### src/rtl/dict_image_loader.sv
// Boot-time loader: fetches a dictionary image over the memory port, streams the values
// into three field dictionaries, then hands the port to the fetch controller as a pass-through.
module dict_image_loader #(
   parameter int          FIELD1_KEY_WIDTH = 3,
   parameter int          FIELD2_KEY_WIDTH = 5,
   parameter int          FIELD3_KEY_WIDTH = 8,
   parameter int          FIELD1_VAL_WIDTH = 7,
   parameter int          FIELD2_VAL_WIDTH = 10,
   parameter int          FIELD3_VAL_WIDTH = 15,
   parameter logic [31:0] BASE_ADDR        = 32'h0001_0000
) (
   input  logic                        clk,
   input  logic                        resetn,
   output logic                        mem_req_valid,
   input  logic                        mem_req_ready,
   output logic [31:0]                 mem_req_addr,
   input  logic [31:0]                 mem_req_rdata,
   input  logic                        ctl_mem_req_valid,
   output logic                        ctl_mem_req_ready,
   input  logic [31:0]                 ctl_mem_req_addr,
   output logic [31:0]                 ctl_mem_req_rdata,
   output logic                        dict1_write_enable,
   output logic [FIELD1_VAL_WIDTH-1:0] dict1_write_val,
   output logic                        dict2_write_enable,
   output logic [FIELD2_VAL_WIDTH-1:0] dict2_write_val,
   output logic                        dict3_write_enable,
   output logic [FIELD3_VAL_WIDTH-1:0] dict3_write_val,
   output logic                        load_done
);

   typedef enum logic [2:0] {RST, HDR, D1, D2, D3, FIN, DONE} state_t;

   // Dictionary capacities; a key width of 8 or more never clamps an 8-bit count.
   localparam logic [8:0] CAP1 = (FIELD1_KEY_WIDTH >= 8) ? 9'd256 : 9'(1 << FIELD1_KEY_WIDTH);
   localparam logic [8:0] CAP2 = (FIELD2_KEY_WIDTH >= 8) ? 9'd256 : 9'(1 << FIELD2_KEY_WIDTH);
   localparam logic [8:0] CAP3 = (FIELD3_KEY_WIDTH >= 8) ? 9'd256 : 9'(1 << FIELD3_KEY_WIDTH);

   function automatic logic [8:0] clamp(input logic [7:0] c, input logic [8:0] cap);
      clamp = ({1'b0, c} > cap) ? cap : {1'b0, c};
   endfunction

   state_t      state, state_next;
   logic        req_valid_r;
   logic [31:0] req_addr_r;
   logic [8:0]  rem;
   logic [8:0]  e2_r, e3_r;
   logic [31:0] s2_r, s3_r;
   logic [8:0]  h_e1, h_e2, h_e3;
   logic [31:0] h_s2, h_s3;
   logic        resp, last_word;

   assign load_done = (state == DONE);
   assign resp      = req_valid_r && mem_req_ready;
   assign last_word = (rem == 9'd1);

   // Header decode: section starts use the raw counts, fetch lengths use the clamped ones.
   assign h_e1 = clamp(mem_req_rdata[7:0],   CAP1);
   assign h_e2 = clamp(mem_req_rdata[15:8],  CAP2);
   assign h_e3 = clamp(mem_req_rdata[23:16], CAP3);
   assign h_s2 = BASE_ADDR + 32'd4 + {22'd0, mem_req_rdata[7:0], 2'b00};
   assign h_s3 = h_s2 + {22'd0, mem_req_rdata[15:8], 2'b00};

   assign mem_req_valid     = load_done ? ctl_mem_req_valid : req_valid_r;
   assign mem_req_addr      = load_done ? ctl_mem_req_addr  : req_addr_r;
   assign ctl_mem_req_ready = load_done & mem_req_ready;
   assign ctl_mem_req_rdata = load_done ? mem_req_rdata : '0;

   always_ff @(posedge clk) begin
      if (!resetn) state <= RST;
      else         state <= state_next;
   end

   always_comb begin
      state_next = state;
      unique case (state)
         RST:  state_next = HDR;
         HDR:  if (resp) begin
                  if      (h_e1 != '0) state_next = D1;
                  else if (h_e2 != '0) state_next = D2;
                  else if (h_e3 != '0) state_next = D3;
                  else                 state_next = FIN;
               end
         D1:   if (resp && last_word) begin
                  if      (e2_r != '0) state_next = D2;
                  else if (e3_r != '0) state_next = D3;
                  else                 state_next = FIN;
               end
         D2:   if (resp && last_word) state_next = (e3_r != '0) ? D3 : FIN;
         D3:   if (resp && last_word) state_next = FIN;
         FIN:  state_next = DONE;
         DONE: state_next = DONE;
         default: state_next = RST;
      endcase
   end

   always_ff @(posedge clk) begin
      if (!resetn) begin
         req_valid_r        <= 1'b0;
         req_addr_r         <= '0;
         rem                <= '0;
         e2_r               <= '0;
         e3_r               <= '0;
         s2_r               <= '0;
         s3_r               <= '0;
         dict1_write_enable <= 1'b0;
         dict2_write_enable <= 1'b0;
         dict3_write_enable <= 1'b0;
         dict1_write_val    <= '0;
         dict2_write_val    <= '0;
         dict3_write_val    <= '0;
      end else begin
         dict1_write_enable <= 1'b0;
         dict2_write_enable <= 1'b0;
         dict3_write_enable <= 1'b0;
         unique case (state)
            RST: begin
               req_valid_r <= 1'b1;
               req_addr_r  <= BASE_ADDR;
            end
            HDR: if (resp) begin
               req_valid_r <= 1'b0;
               e2_r        <= h_e2;
               e3_r        <= h_e3;
               s2_r        <= h_s2;
               s3_r        <= h_s3;
               if (h_e1 != '0) begin
                  req_addr_r <= BASE_ADDR + 32'd4;
                  rem        <= h_e1;
               end else if (h_e2 != '0) begin
                  req_addr_r <= h_s2;
                  rem        <= h_e2;
               end else begin
                  req_addr_r <= h_s3;
                  rem        <= h_e3;
               end
            end
            D1, D2, D3: begin
               // Valid drops for exactly one cycle after each response, then re-arms.
               if (!req_valid_r) begin
                  req_valid_r <= 1'b1;
               end else if (resp) begin
                  req_valid_r <= 1'b0;
                  if (state == D1) begin
                     dict1_write_enable <= 1'b1;
                     dict1_write_val    <= mem_req_rdata[FIELD1_VAL_WIDTH-1:0];
                  end else if (state == D2) begin
                     dict2_write_enable <= 1'b1;
                     dict2_write_val    <= mem_req_rdata[FIELD2_VAL_WIDTH-1:0];
                  end else begin
                     dict3_write_enable <= 1'b1;
                     dict3_write_val    <= mem_req_rdata[FIELD3_VAL_WIDTH-1:0];
                  end
                  if (!last_word) begin
                     req_addr_r <= req_addr_r + 32'd4;
                     rem        <= rem - 9'd1;
                  end else if (state == D1 && e2_r != '0) begin
                     req_addr_r <= s2_r;
                     rem        <= e2_r;
                  end else begin
                     req_addr_r <= s3_r;
                     rem        <= e3_r;
                  end
               end
            end
            default: ;
         endcase
      end
   end

endmodule

### config.mk
export PLATFORM = sky130hd
export DESIGN_NAME = dict_image_loader
export DESIGN_NICKNAME = d
export VERILOG_FILES = /design/src/rtl/dict_image_loader.sv
export SDC_FILE = /design/constraint.sdc
export NUM_CORES = 1
export LEC_CHECK = 0
export CAP_MARGIN = 25
export CORE_MARGIN = 8
export CORE_UTILIZATION = 35
export DETAILED_ROUTE_END_ITERATION = 10
export SYNTH_ARGS = -nofsm -noshare
export SYNTH_HDL_FRONTEND = slang
export SYNTH_SLANG_ARGS = --single-unit
### constraint.sdc
create_clock -name clk -period 2.6 [get_ports clk]
set_input_delay 0.39 -clock clk [delete_from_list [all_inputs] [get_ports clk]]
set_output_delay 0.39 -clock clk [all_outputs]
set_load 0.02 [all_outputs]
Yosys cells after proc, flatten, opt, wreduce, memory -nomap -nowiden
Cells that the tools add are included.
{"block": "totals", "regBits": 162, "in_bits": 68, "output_inout_bits": 102, "wordCells": 103}
{"block": "op_classes", "addsub": 4, "order_cmp": 3, "n_eq_ne": 13, "mux": 39, "bitwise": 7, "n_reduce_logical": 23}
{"operator": "32-bit two-way mux", "count": 7}
{"operator": "32-bit one-hot mux with 3 select lines", "count": 1}
{"operator": "9-bit two-way mux", "count": 8}
{"operator": "9-bit nonzero test", "count": 5}
{"operator": "19-bit two-way mux", "count": 2}
{"operator": "32-bit by 3-bit adder with 32-bit output (second input constant)", "count": 1}
{"operator": "3-bit two-way mux", "count": 7}
{"operator": "4-bit AND reduction", "count": 5}
{"operator": "18-bit by 10-bit adder with 19-bit output", "count": 1}
{"operator": "17-bit by 10-bit adder with 18-bit output (first input constant)", "count": 1}
{"operator": "3-bit one-hot mux with 6 select lines", "count": 1}
{"operator": "9-bit one-hot mux with 2 select lines", "count": 1}
{"operator": "8-bit two-way mux", "count": 2}
{"operator": "2-bit != test (second input constant)", "count": 6}
{"operator": "5-bit AND reduction", "count": 2}
{"operator": "3-bit equality test (second input constant)", "count": 3}
{"operator": "9-bit by 1-bit equality test with 1-bit output (second input constant)", "count": 1}
{"operator": "8-bit by 9-bit greater-than comparator with 1-bit output (second input constant)", "count": 1}
{"operator": "1-bit two-way mux", "count": 9}
{"operator": "9-bit by 1-bit subtractor with 9-bit output (second input constant)", "count": 1}
{"operator": "8-bit by 4-bit greater-than comparator with 1-bit output (second input constant)", "count": 1}
{"operator": "8-bit by 6-bit greater-than comparator with 1-bit output (second input constant)", "count": 1}
{"operator": "3-bit by 2-bit equality test with 1-bit output (second input constant)", "count": 2}
{"operator": "1-bit NOT", "count": 6}
{"operator": "11 further kinds", "count": 14}

Logic depth before layout (Yosys ltp)
Gate-level depths: netlist (run 1).
{"block": "logic_depth", "ltp_word": 8, "depth_mapped": 11, "ltp_nobuf": 10}

Worst setup path after synthesis (run 1)
OpenSTA, ideal clock, no wires.
{"block": "synth_path", "path_type": "input-to-reg", "startpoint": "input mem_req_rdata[0]", "endpoint": "register req_addr_r[9]", "setup_ns": 0.119, "t_arrival_ns": 2.468, "required_ns": 2.481, "slack_ns": 0.013, "cell_stages": 10, "path_buffers": 1, "path_cell_list": "clkbuf_1 > inv_1 > ha_1 > ha_1 > a21o_1 > a41oi_1 > o21ai_0 > o31a_1 > mux2i_1 > o221a_2"}
{"block": "synth_between", "elab_chain_len": 6, "word_cells_on_any_way": 9, "cone_classes": "add/sub: 2; order compare: 1; mux: 5; reduce/logical: 1"}
{"element": "start, declared", "line_no": "17", "rtl": "input logic [31:0] mem_req_rdata,"}
{"element": "17-bit by 10-bit adder with 18-bit output", "line_no": "60", "rtl": "assign h_s2 = BASE_ADDR + 32'd4 + {22'd0, mem_req_rdata[7:0], 2'b00};"}
{"element": "net h_s2[2]", "line_no": "49", "rtl": "logic [31:0] h_s2, h_s3;"}
{"element": "18-bit by 10-bit adder with 19-bit output", "line_no": "61", "rtl": "assign h_s3 = h_s2 + {22'd0, mem_req_rdata[15:8], 2'b00};"}
{"element": "19-bit two-way mux", "line_no": "129", "rtl": "end else if (h_e2 != '0) begin"}
{"element": "19-bit two-way mux", "line_no": "126", "rtl": "if (h_e1 != '0) begin"}
{"element": "32-bit two-way mux", "line_no": "120", "rtl": "HDR: if (resp) begin"}
{"element": "32-bit one-hot mux with 3 select lines", "line_no": "115", "rtl": "unique case (state)"}
{"element": "end signal, assigned", "line_no": "127", "rtl": "req_addr_r <= BASE_ADDR + 32'd4;"}
{"element": "end signal, assigned", "line_no": "130", "rtl": "req_addr_r <= h_s2;"}
{"element": "end signal, assigned", "line_no": "133", "rtl": "req_addr_r <= h_s3;"}
{"element": "end, declared", "line_no": "44", "rtl": "logic [31:0] req_addr_r;"}
The timed path passes the listed nets, and every way through them passes these cells. The select of a mux whose other input is x is not followed.
A chain may end at the register's enable or synchronous reset.

Worst setup path after layout (run 1)
{"block": "layout_path", "startpoint": "register state[0]", "endpoint": "output ctl_mem_req_rdata[12]"}
{"block": "layout_between", "elab_chain_len": 2}
{"element": "start, declared", "line_no": "42", "rtl": "state_t state, state_next;"}
{"element": "start signal, assigned", "line_no": "70", "rtl": "else state <= state_next;"}
{"element": "3-bit equality test", "line_no": "52", "rtl": "assign load_done = (state == DONE);"}
{"element": "32-bit two-way mux", "line_no": "66", "rtl": "assign ctl_mem_req_rdata = load_done ? mem_req_rdata : '0;"}
{"element": "end, declared", "line_no": "21", "rtl": "output logic [31:0] ctl_mem_req_rdata,"}
Every way passes these cells.

==> results of run 1 <==
[cell usage in the layout (no fill, tap or decap), types with 33 or more instances in the layout]
cell | Yosys | routed
sky130_fd_sc_hd__a21boi_0 | 53 | 53
sky130_fd_sc_hd__a21oi_1 | 33 | 33
sky130_fd_sc_hd__and3_1 | 44 | 44
sky130_fd_sc_hd__buf_4 | 1 | 87
sky130_fd_sc_hd__clkdlybuf4s50_1 | 0 | 144
sky130_fd_sc_hd__dfxtp_1 | 114 | 113
sky130_fd_sc_hd__nand2_1 | 244 | 244
sky130_fd_sc_hd__nand3_1 | 41 | 41
sky130_fd_sc_hd__nor2_1 | 63 | 61
sky130_fd_sc_hd__o21ai_0 | 45 | 45
[cells by family after synthesis]
| logic type | count (synthesis) | synth area share [%] |
|---|---|---|
| fa+ha+maj | 16 | 3.05 |
| compound gates | 183 | 18.0 |
| xor+xnor | 44 | 5.76 |
| mux | 16 | 2.43 |
| buf+inv | 75 | 4.66 |
| flops | 114 | 34.1 |
| simple gates | 463 | 32.0 |
[per-stage QoR]
| step | setup TNS [ns] | worst slack, ns |
|---|---|---|
| after floorplan | 0 | 0.0133 |
| after global placement | -3.77 | -0.418 |
| after detailed placement | -4.10 | -0.442 |
| after CTS | 0 | 0.0134 |
| after global routing | -0.0593 | -0.0267 |
| final | 0 | 0.123 |
[power breakdown]
part	total (W)	internal [W]	leakage [nW]	switching, W
Clock	0.00244	0.00160	0.307	0.000835
Combinational	0.00103	0.000474	3.10	0.000560
Sequential	0.00188	0.00181	0.922	0.0000684
[cell type report]
class	instances	share of cell area [%]
inverters	15	0.573
flip-flops and latches	114	23.2
clock buffers	23	4.97
well taps	234	2.98
multi-input cells	722	41.8
clock inverters	9	1.30
repair buffers	260	25.1
[state kept, by name, indices dropped and copies added (netlist names)]
| name | cells |
|---|---|
| req_addr_r | 30 |
| dict3_write_val | 15 |
| dict2_write_val | 10 |
| s2_r | 10 |
| s3_r | 10 |
| rem | 9 |
| e2_r | 8 |
| e3_r | 8 |
| dict1_write_val | 7 |
| state | 3 |
| dict1_write_enable | 1 |
| dict2_write_enable | 1 |
| dict3_write_enable | 1 |
| req_valid_r | 1 |
[path summary, 6_finish.rpt]
check / from / to / slack (ns)
worst max-delay path: state[0] / ctl_mem_req_rdata[12] / 0.12
worst min-delay path: mem_req_rdata[1] / dict2_write_val[1] / 0.45
worst max register to register: rem[0] / req_addr_r[9] / 0.22
worst min register to register: dict3_write_val[12] / dict3_write_val[12] / 0.46
[routing by layer]
layer | GRT usage (%) | up-vias
li1 | - | 3580
met1 | 25.0 | 3221
met2 | 30.1 | 228
met3 | 7.11 | 38
met4 | 6.53 | 0
met5 | 0 | -
[timing repair]
action / CTS / global route
pin swaps: 0 / 3
hold endpoints to repair: 0 / 0
gates resized for setup: 2 / 25
endpoints found under the setup margin: 27 / 44
[worst register-to-register path, cell delays in order (launching register included)]
cell and delay (ns):
sky130_fd_sc_hd__dfxtp_1 0.40, sky130_fd_sc_hd__ha_1 0.16, sky130_fd_sc_hd__or3b_2 0.47, sky130_fd_sc_hd__or3_1 0.55, sky130_fd_sc_hd__nand2_2 0.24, sky130_fd_sc_hd__o221ai_1 0.18
sky130_fd_sc_hd__o221a_2 0.26
==> run_results.csv, run 1 <==
group,metric,value,unit
detailed_routing,wl_met3,1.91,mm
placed_design,place_area,9150,um^2
floorplan,design.core.area,18700,um^2
cts,clock_tree_from_tritoncts,"done",
cts,clockRootBuffer,"sky130_fd_sc_hd__clkbuf_16",
critical_path,timing.critical_path.from_type,"flop",
global_routing,grt_antenna_before_repair,0,
floorplan,design.die.area,23800,um^2
timing,timing_max_transition_violations_final,0,
timing,final_hold_fails,0,
cts,htreeDepth,4,
timing,fin_skew,0.00737,ns
synthesis,synth.cell_area,6690,um^2
detailed_routing,dr.first_iter.drc_count,446,
critical_path,worst_path_dominant_cell_family,"buffers and inverters",
global_routing,globalRoute.totalOverflow,0,
floorplan,std_cell_rows,50,
cts,cts_made_buffers,17,
synthesis,synth-edff-count,0,
synthesis,synthDominantAreaCellType,"sky130_fd_sc_hd__dfxtp_1",
global_routing,largest_net_degree_at_the_start_of_global_routing,48,
synthesis,ys.flop_type,"sky130_fd_sc_hd__dfxtp_1",
hold_path,hold_depth,4,
cts,cts.sink_count,114,
final_layout,design.final.nets,1212,
synthesis,ys_ff_latch,114,
cts,cts.repair_timing.setup_buffer_count,0,
timing,setup_repair_after_global_routing_missed_its_margin,"yes",
final_layout,area.sequential,2280,um^2
synthesis,yosys-top-cells-count,"sky130_fd_sc_hd__nand2_1, sky130_fd_sc_hd__dfxtp_1, sky130_fd_sc_hd__nor2_1",
placed_design,dp_hpwl,17.5,mm
synthesis,async_flop_share,0,%
floorplan,initial_standard_cell_utilization_of_the_core,35.8,%
timing,measured_slew_at_the_worst_slew_check_pin,0.574,ns
pwr,totalPowerFinal,0.00536,W
critical_path,critical_path.n_buffers_inverters,2,
pwr,pwr_density_cell,545,nW/um^2
timing,maxClockFrequency,404,MHz
global_routing,grt_util_all_layers,19.6,%
synthesis,syn_avg_cell_area,7.34,um^2
floorplan,die_height,154,um
cts,worst_skew_pair.late_latency,0.42,ns
detailed_routing,totalWireLength,23.4,mm
final_layout,final_design_instance_area_without_fill,9830,um^2
run_status,outcome,"completed",
critical_path,critPathCaptureType,"primary output",
synthesis,synth_nets,993,
timing,fin_worst_hold_slack,0.446,ns
critical_path,crit_path_top_delay_cell,"sky130_fd_sc_hd__clkdlybuf4s50_1",
timing,finalSetupViolCount,0,
pwr,ir_worst_vdd,0.496,mV
detailed_routing,vias,7067,
detailed_routing,routedWlPerCell,17.0,um
timing,timing.final.crit_share,95.3,%
synthesis,ys.warnings.count,0,
flow_run,cap_viol_max_count,0,
placed_design,gpl.final_weighted_congestion,0.893,
pwr,power.static_leakage,4.32,nW
cts,cts.clk_slew.worst_paths,0.06,ns
final_layout,multi_input_comb_area,4110,um^2
critical_path,critical_path_fanouts_max,31,
synthesis,synthMostInstantiatedCell,"sky130_fd_sc_hd__nand2_1",
critical_path,path_cells,"nor2_2, buf_4, and3_1, clkdlybuf4s50_1",
floorplan,fp.dieW,154,um
detailed_routing,detail_route.drc_violations,0,
final_layout,nFillCells,1817,
detailed_routing,vias_per_cell,5.13,
final_layout,layout-drive-gt1-share,12.3,%
cts,clock_tree.buffer_depth,2,
cts,cts_hold_buffers,0,
synthesis,yosysUniqueCellTypes,66,
final_layout,utilization,52.5,%
detailed_routing,drt_pre_antenna_iters,7,
detailed_routing,route.antenna.remaining_nets,0,
synthesis,synth_top_area_share,34.1,%
synthesis,synth-seq-area-share,34.1,%
timing,period_needed,2.48,ns
detailed_routing,wl_met2,10.1,mm
global_routing,grt_pass1_vias,6882,
floorplan,ioPinCount,170,
critical_path,timing.reg2reg.worst_path_depth,6,
critical_path,max_incr_delay_on_cp,0.65,ns
global_routing,grt_first_pass_wirelength,37.5,mm
detailed_routing,met1_length,10.8,mm
synthesis,synthTopCellsByArea,"sky130_fd_sc_hd__dfxtp_1, sky130_fd_sc_hd__nand2_1, sky130_fd_sc_hd__a21boi_0, sky130_fd_sc_hd__and3_1, sky130_fd_sc_hd__nor2_1",
critical_path,cp.required,2.21,ns
hold_path,worst_hold_check_path_type,"primary input to flop",
final_layout,antenna_diodes,0,
critical_path,critical_path_arrival,2.09,ns
synthesis,postSynthCellCount,911,
critical_path,crit_cells,4,
final_layout,area_delta_synth_final,46.9,%
detailed_routing,routed.top_layer,"met4",
critical_path,worst-setup-path-type,"flop to primary output",
final_layout,instances_no_fill,1377,
placed_design,numPlacedInstances,1345,
placed_design,portBuffers,169,
timing,timing.slew.headroom,61.6,%
No activity file was read; power rests on OpenSTA's default activity.
==> run 2, diff against run 1 <==
--- a/config.mk
+++ b/config.mk
@@ -5,6 +5,7 @@
 export SDC_FILE = /design/constraint.sdc
 export NUM_CORES = 1
 export LEC_CHECK = 0
+export ABC_CLOCK_PERIOD_IN_PS = 2600
 export CAP_MARGIN = 25
 export CORE_MARGIN = 8
 export CORE_UTILIZATION = 35
==> results of run 2 <==
Same layout as run 1: the final DEF is identical, and so are final timing and power.
==> run 3, diff against run 2 <==
--- a/config.mk
+++ b/config.mk
@@ -10,6 +10,7 @@
 export CORE_MARGIN = 8
 export CORE_UTILIZATION = 35
 export DETAILED_ROUTE_END_ITERATION = 10
+export SKIP_LAST_GASP = 1
 export SYNTH_ARGS = -nofsm -noshare
 export SYNTH_HDL_FRONTEND = slang
 export SYNTH_SLANG_ARGS = --single-unit
==> results of run 3 <==
Same layout as run 1: the final DEF is identical, and so are final timing and power.
